$ cat src/rtl/clk_gate_seq.sv
// clk_gate_seq: per-branch break-before-make enable sequencer for one source of a glitch-free clock switch.
// Optional WAIT-state watchdog driving timeout_o is built only when CLKSW_TIMEOUT_EN is defined.
module clk_gate_seq #(
   parameter int unsigned SETTLE_CYCLES  = 2,
   parameter int unsigned DRAIN_CYCLES   = 2,
   parameter int unsigned CNT_W          = 4,
   parameter bit          PRIORITY       = 1'b0,
   parameter bit          RESET_ON       = 1'b0,
   parameter int unsigned TIMEOUT_CYCLES = 255
) (
   input  logic clk_in,
   input  logic rst_i,
   input  logic sel_i,
   input  logic peer_en_i,
   output logic clk_en_o,
   output logic en_status_o,
   output logic busy_o,
   output logic timeout_o
);

   typedef enum logic [2:0] {
      ST_OFF    = 3'd0,
      ST_WAIT   = 3'd1,
      ST_SETTLE = 3'd2,
      ST_ON     = 3'd3,
      ST_DRAIN  = 3'd4
   } state_t;

   localparam logic [CNT_W-1:0] SETTLE_LOAD = CNT_W'(SETTLE_CYCLES - 32'd1);
   localparam logic [CNT_W-1:0] DRAIN_LOAD  = CNT_W'(DRAIN_CYCLES - 32'd1);
   localparam logic [CNT_W-1:0] CNT_ZERO    = {CNT_W{1'b0}};
   localparam logic [CNT_W-1:0] CNT_ONE     = CNT_W'(32'd1);
   localparam state_t           RST_STATE   = RESET_ON ? ST_ON : ST_OFF;

   // Counters must hold the largest load value and both delays must be at least one cycle.
   if ((SETTLE_CYCLES == 32'd0) || (DRAIN_CYCLES == 32'd0) || (TIMEOUT_CYCLES == 32'd0) ||
       (SETTLE_CYCLES > (32'd2 ** CNT_W)) || (DRAIN_CYCLES > (32'd2 ** CNT_W))) begin : g_cfg_err
      $error("clk_gate_seq: illegal parameter combination");
   end

   state_t           state_r;
   logic [CNT_W-1:0] cnt_r;
   logic             clk_en_r;
   logic             en_status_r;
   logic             busy_r;

   // Output decode {clk_en, en_status, busy}; status is raised as soon as the branch claims the switch.
   function automatic logic [2:0] decode(input state_t st);
      logic [2:0] res;
      case (st)
         ST_OFF:    res = 3'b000;
         ST_WAIT:   res = 3'b001;
         ST_SETTLE: res = 3'b011;
         ST_ON:     res = 3'b110;
         ST_DRAIN:  res = 3'b011;
         default:   res = 3'b000;
      endcase
      return res;
   endfunction

   // Sequencer FSM with outputs registered from the state being entered.
   always_ff @(posedge clk_in) begin
      if (rst_i) begin
         state_r                          <= RST_STATE;
         cnt_r                            <= CNT_ZERO;
         {clk_en_r, en_status_r, busy_r}  <= decode(RST_STATE);
      end else begin
         case (state_r)
            ST_OFF: begin
               if (sel_i && !peer_en_i) begin
                  state_r                         <= ST_SETTLE;
                  cnt_r                           <= SETTLE_LOAD;
                  {clk_en_r, en_status_r, busy_r} <= decode(ST_SETTLE);
               end else if (sel_i) begin
                  state_r                         <= ST_WAIT;
                  {clk_en_r, en_status_r, busy_r} <= decode(ST_WAIT);
               end else begin
                  state_r                         <= ST_OFF;
                  {clk_en_r, en_status_r, busy_r} <= decode(ST_OFF);
               end
            end
            ST_WAIT: begin
               if (!sel_i) begin
                  state_r                         <= ST_OFF;
                  {clk_en_r, en_status_r, busy_r} <= decode(ST_OFF);
               end else if (!peer_en_i) begin
                  state_r                         <= ST_SETTLE;
                  cnt_r                           <= SETTLE_LOAD;
                  {clk_en_r, en_status_r, busy_r} <= decode(ST_SETTLE);
               end else begin
                  state_r                         <= ST_WAIT;
                  {clk_en_r, en_status_r, busy_r} <= decode(ST_WAIT);
               end
            end
            ST_SETTLE: begin
               // The clock never ran here, so abandoning the claim needs no drain.
               if (!sel_i) begin
                  state_r                         <= ST_OFF;
                  {clk_en_r, en_status_r, busy_r} <= decode(ST_OFF);
               end else if (peer_en_i && !PRIORITY) begin
                  state_r                         <= ST_WAIT;
                  {clk_en_r, en_status_r, busy_r} <= decode(ST_WAIT);
               end else if (cnt_r == CNT_ZERO) begin
                  state_r                         <= ST_ON;
                  {clk_en_r, en_status_r, busy_r} <= decode(ST_ON);
               end else begin
                  state_r                         <= ST_SETTLE;
                  cnt_r                           <= cnt_r - CNT_ONE;
                  {clk_en_r, en_status_r, busy_r} <= decode(ST_SETTLE);
               end
            end
            ST_ON: begin
               if (!sel_i) begin
                  state_r                         <= ST_DRAIN;
                  cnt_r                           <= DRAIN_LOAD;
                  {clk_en_r, en_status_r, busy_r} <= decode(ST_DRAIN);
               end else begin
                  state_r                         <= ST_ON;
                  {clk_en_r, en_status_r, busy_r} <= decode(ST_ON);
               end
            end
            ST_DRAIN: begin
               // Status is held so the peer cannot enable while the gated clock may still be settling.
               if (cnt_r == CNT_ZERO) begin
                  state_r                         <= ST_OFF;
                  {clk_en_r, en_status_r, busy_r} <= decode(ST_OFF);
               end else begin
                  state_r                         <= ST_DRAIN;
                  cnt_r                           <= cnt_r - CNT_ONE;
                  {clk_en_r, en_status_r, busy_r} <= decode(ST_DRAIN);
               end
            end
            default: begin
               state_r                            <= RST_STATE;
               cnt_r                              <= CNT_ZERO;
               {clk_en_r, en_status_r, busy_r}    <= decode(RST_STATE);
            end
         endcase
      end
   end

   assign clk_en_o    = clk_en_r;
   assign en_status_o = en_status_r;
   assign busy_o      = busy_r;

`ifdef CLKSW_TIMEOUT_EN
   localparam int unsigned     WD_W     = $clog2(TIMEOUT_CYCLES + 32'd1);
   localparam logic [WD_W-1:0] WD_LIMIT = WD_W'(TIMEOUT_CYCLES);
   localparam logic [WD_W-1:0] WD_ONE   = WD_W'(32'd1);

   logic [WD_W-1:0] wd_cnt_r;
   logic            timeout_r;

   // WAIT watchdog: counts cycles spent in WAIT, restarts on every entry, flag is sticky until reset.
   always_ff @(posedge clk_in) begin
      if (rst_i) begin
         wd_cnt_r  <= {WD_W{1'b0}};
         timeout_r <= 1'b0;
      end else if (state_r != ST_WAIT) begin
         wd_cnt_r  <= {WD_W{1'b0}};
      end else if (wd_cnt_r != WD_LIMIT) begin
         wd_cnt_r  <= wd_cnt_r + WD_ONE;
         if ((wd_cnt_r + WD_ONE) == WD_LIMIT) begin
            timeout_r <= 1'b1;
         end else begin
            timeout_r <= timeout_r;
         end
      end else begin
         wd_cnt_r  <= wd_cnt_r;
      end
   end

   assign timeout_o = timeout_r;
`else
   assign timeout_o = 1'b0;
`endif

endmodule

$ cat config.mk
export PLATFORM = sky130hd
export DESIGN_NAME = clk_gate_seq
export DESIGN_NICKNAME = d
export VERILOG_FILES = /design/src/rtl/clk_gate_seq.sv
export SDC_FILE = /design/constraint.sdc
export NUM_CORES = 1
export LEC_CHECK = 0
export ABC_AREA = 1
export CAP_MARGIN = 30
export CORE_AREA = 3 3 40 42
export DETAILED_ROUTE_END_ITERATION = 10
export DIE_AREA = 0 0 43 45
export HOLD_SLACK_MARGIN = 0.06
export PLACE_DENSITY = 0.7
export SYNTH_ARGS = -nofsm -noshare
export SYNTH_HDL_FRONTEND = slang
export SYNTH_SLANG_ARGS = --single-unit
export TNS_END_PERCENT = 5
$ cat constraint.sdc
create_clock -name clk_in -period 1.9 [get_ports clk_in]
set_clock_uncertainty 0.15 [all_clocks]
set_input_delay 0.57 -clock clk_in [delete_from_list [all_inputs] [get_ports clk_in]]
set_output_delay 0.57 -clock clk_in [all_outputs]
set_load 0.005 [all_outputs]
## Yosys cells after proc, flatten, opt, wreduce, memory -nomap -nowiden

Cells that the tools add are included.

| operators by class | value |
|---|---|
| muxes and demuxes | 33 |
| reduce and logical (&&, ||, !) cells | 6 |
| eq/ne operators | 10 |
| add/sub/neg operators | 1 |

Operators with widths:

| kind | count |
|---|---|
| 4-bit two-way mux | 7 |
| 4-bit one-hot mux with 5 select lines | 1 |
| 3-bit one-hot mux with 5 select lines | 1 |
| 1-bit two-way mux | 14 |
| 2-bit inequality test, second input constant | 6 |
| 2-bit two-way mux | 5 |
| 3-bit by 2-bit equality test with 1-bit output, second input constant | 2 |
| 3-bit two-way mux | 2 |
| 6-bit AND reduction | 1 |
| 1-bit one-hot mux with 5 select lines | 1 |
| 4-bit logical NOT | 1 |
| 1-bit one-hot mux with 4 select lines | 1 |
| 4-bit by 1-bit subtractor with 4-bit output, second input constant | 1 |
| 3-bit by 1-bit equality test with 1-bit output, second input constant | 1 |
| 3-bit equality test, second input constant | 1 |
| 3-bit logical NOT | 1 |
| 1-bit one-hot mux with 2 select lines | 1 |
| 2-bit OR reduction | 1 |
| 1-bit logical AND | 1 |
| 1-bit logical NOT | 1 |

| storage, ports and cells | value |
|---|---|
| register bits | 10 |
| logic and storage cells | 55 |
| input bits | 4 |
| output and inout bits | 4 |

## Logic depth before layout (Yosys ltp)

| logic depth | value |
|---|---|
| word-level depth | 5 |
| depth in mapped cells | 9 |
| mapped depth without buffers | 9 |

## Worst setup path before layout

OpenSTA, ideal clock, no wires.

| timing | value |
|---|---|
| kind | in2reg |
| start point | input port sel_i |
| end point | register cnt_r[3] |
| path buffers | 0 |
| setup time | 0.113 ns |
| data required time | 1.637 ns |
| cell stages on the path | 8 |
| path slack | 0.498 ns |
| data arrival time | 1.140 ns |
| path through | inv_2 > nor2_2 > nor2_2 > nor2_8 > nand2_2 > nand2_1 > nand2_1 > nor2_1 |

| between the ends | value |
|---|---|
| word-level cells in the longest chain between the ends | 3 |
| elaborated cells between the ends (all ways) | 6 |
| classes of those cells | eq/ne (4); reduce/logical (2) |

Ends and longest elaborated chain:

| what | RTL line | source |
|---|---|---|
| from (decl) | 13 | `input logic sel_i,` |
| 1-bit logical AND | 70 | `if (sel_i && !peer_en_i) begin` |
| 2-bit inequality test (no line) | n/a |  |
| 6-bit AND reduction (no line) * | n/a |  |
| to (signal assigned) | 108 | `cnt_r <= cnt_r - CNT_ONE;` |
| to (signal assigned) | 129 | `cnt_r <= cnt_r - CNT_ONE;` |
| to (decl) | 42 | `logic [CNT_W-1:0] cnt_r;` |

Mark *: on every way between the ends. The rest lies on a longest branch, timed or not.
A chain may end at the register's enable or synchronous reset.

## Worst setup path in the final report

| timing | value |
|---|---|
| start point | register clk_en_r, in the netlist clk_en_o |
| end point | output port clk_en_o |

RTL lines:

| what | RTL line | source |
|---|---|---|
| from (decl) | 43 | `logic clk_en_r;` |
| from (signal assigned) | 66 | `{clk_en_r, en_status_r, busy_r} <= decode(RST_STATE);` |
| from (signal assigned) | 73 | `{clk_en_r, en_status_r, busy_r} <= decode(ST_SETTLE);` |
| from (signal assigned) | 76 | `{clk_en_r, en_status_r, busy_r} <= decode(ST_WAIT);` |
| to (decl) | 15 | `output logic clk_en_o,` |

No word-level cell between the ends.

==> results.toml <==
[synthesis]
synth_most_common_cell = "nand2_1"
synthFlopType = "dfxtp_1"
avgSynthCellArea_sq_um = 6.87
async_reset_ff_share_pct = 0
synthTopCellsByArea = "dfxtp_1 33%, nand2_1 13%, nand3_1 9.2%"
yosys.area.top_type = "dfxtp_1"
synth_common_cells = "20 x nand2_1, 11 x nand3_1, 10 x dfxtp_1, 10 x inv_1, 9 x nor2_1"
yosysTopAreaCellShare_pct = 33.5
yosys_warnings = 0
synth-edff-count = 0
ys_types = 21
synthesis.nets = 93
ys_seq_area_share_pct = 33.5
synth_cells = 87
ys_ff_latch = 10
syn_area_sq_um = 598

[cts]
cts.path.max_buffers = 2
cts_sinks = 10
cts_setup_buffers = 0
cts_resized = 0
cts_tree = "built"
cts_buffers = 3
htreeDepth = 1
clkTransAtPathRegs_ps = 70
cts_root_buf = "clkbuf_4"
insertion_delay_ps = 260
holdBufCountCts = 0

[grt]
grt_usage_pct = 14.1
gr-total-overflow = 0
grt_pass1_vias = 510
grt_max_degree = 8
grt_first_pass_wirelength_um = 2090
antenna_found_initial = 0

[setup_path]
worstSetupEndpointType = "output pin"
cp_max_fo = 1
max_stage_delay_ps = 490
path_depth = 1
path_cells = "clkdlybuf4s50_1"
cp_num_buf_inv = 1
crit_slowest_cell = "clkdlybuf4s50_1"
reg2regPathDepth = 7
cp-start-kind = "flip-flop"
critPathKind = "reg -> out"
cp.required_ps = 1180
cp_top_family = "buffers and inverters"
worstPathArrival_ps = 1070

[placement]
dpl.hpwl_um = 915
gp_congestion = 0.832
io_buffer_count = 6
postPlaceCellArea_sq_um = 677
dp.cells = 108

[finish]
diodes = 0
final_cell_area_sq_um = 713
stdcell_count = 112
areaGrowthSynthToFinish_pct = 19.2
drive_gt1_share_pct = 16.5
final_nets = 104

[status]
outcome = "complete, no violations"

[power_and_ir_drop]
cellPowerDensity_nw_per_um2 = 720
vdd_drop_max_v = 0.000575
p_total_w = 0.000513
p_leak_nw = 0.331

[sta]
slew_viol_final = 0
setup_violations = 0
period_needed_ps = 1790
hold_viol = 0
finalCritPeriodShare_pct = 94.0
rsz0062_at_grt = "no"
max_freq_mhz = 560

[flow_run]
drv_cap = 0

[detailed_routing]
drt-initial-drc-count = 16
ant_nets = 0
routed_wl_um = 1150
vias = 557
viasPerCell = 4.97
wire_per_inst_um = 10.3
drc_errors = 0
drt_first_pass_iters = 4

[floorplanning]
rows = 13
initial_core_util_pct = 46.5
design.die.area_sq_um = 1940
dieHeight_um = 45
num_io_pins = 8
fp.dieW_um = 43
fp.coreArea_sq_um = 1280

[hold_path]
worstHoldPathType = "reg -> reg"
hold_depth = 2
## worst min-delay path: stages, from the launching register on
cell and delay [ps]:
dfxtp_1 350, a21oi_1 50, nor2_1 90
## worst paths after layout
check,end,slack (ps),from
setup reg to reg,cnt_r[0],350,cnt_r[0]
hold reg to reg,cnt_r[1],380,cnt_r[1]
hold / removal,cnt_r[1],380,cnt_r[1]
setup / recovery,clk_en_o,110,clk_en_o
## area by class of cell
class / count / area [sq um]
Fill cell: 117 / 572
Timing Repair Buffer: 7 / 67.6
Tap cell: 15 / 18.8
Sequential cell: 10 / 200
Clock buffer: 4 / 36.3
Multi-Input combinational cell: 63 / 342
Inverter: 13 / 48.8
## sequential cells by signal, summed over array words and instances (netlist names)
signal,count
en_status_o,1
clk_en_o,1
busy_o,1
state_r,3
cnt_r,4
## per-layer routing
metal  vias to the layer above  track usage (%)  part of all wire [%]
li1                        300                -                     -
met1                       247             17.5                    47
met2                        10             23.7                    47
met3                         0             5.98                   5.8
met4                         0             1.81                     0
met5                         -                0                     0
## cells in the final DEF (no fill, tap or decap), types with 2 or more instances in the layout
cell type and instances:
dfxtp_1 10, clkbuf_4 3, inv_2 3, nand3_1 11, inv_1 10, nor2_1 9, ha_1 2, clkdlybuf4s50_1 6
nor2_2 3, a21oi_1 6, o21ai_0 2, nand2_1 20
## metrics by stage
stage	util [%]	setup slack [ps]	hold slack, ps	TNS [ps]
floorplan	-	498	324	0
global placement	52.7	-9.03	363	-10.2
detailed placement	52.7	-55.4	359	-169
CTS	55.5	103	377	0
global route	55.5	89.7	390	0
finish	55.5	113	378	0
## power breakdown
| group | internal (W) | total, W | switching (W) |
|---|---|---|---|
| Clock | 0.000116 | 0.000188 | 0.0000719 |
| Sequential | 0.000221 | 0.000231 | 0.0000100 |
| Combinational | 0.0000399 | 0.0000940 | 0.0000540 |
| Total | 0.000377 | 0.000513 | 0.000136 |
## kinds of logic after synthesis
| logic type | synth area share, % |
|---|---|
| buffers and inverters | 9.42 |
| DFF | 33.5 |
| other | 0.627 |
| and+or+nand+nor | 42.9 |
| AOI/OAI and AO/OA | 9.42 |
| adders and majority gates | 4.18 |
No activity file was read; power rests on OpenSTA's default activity.
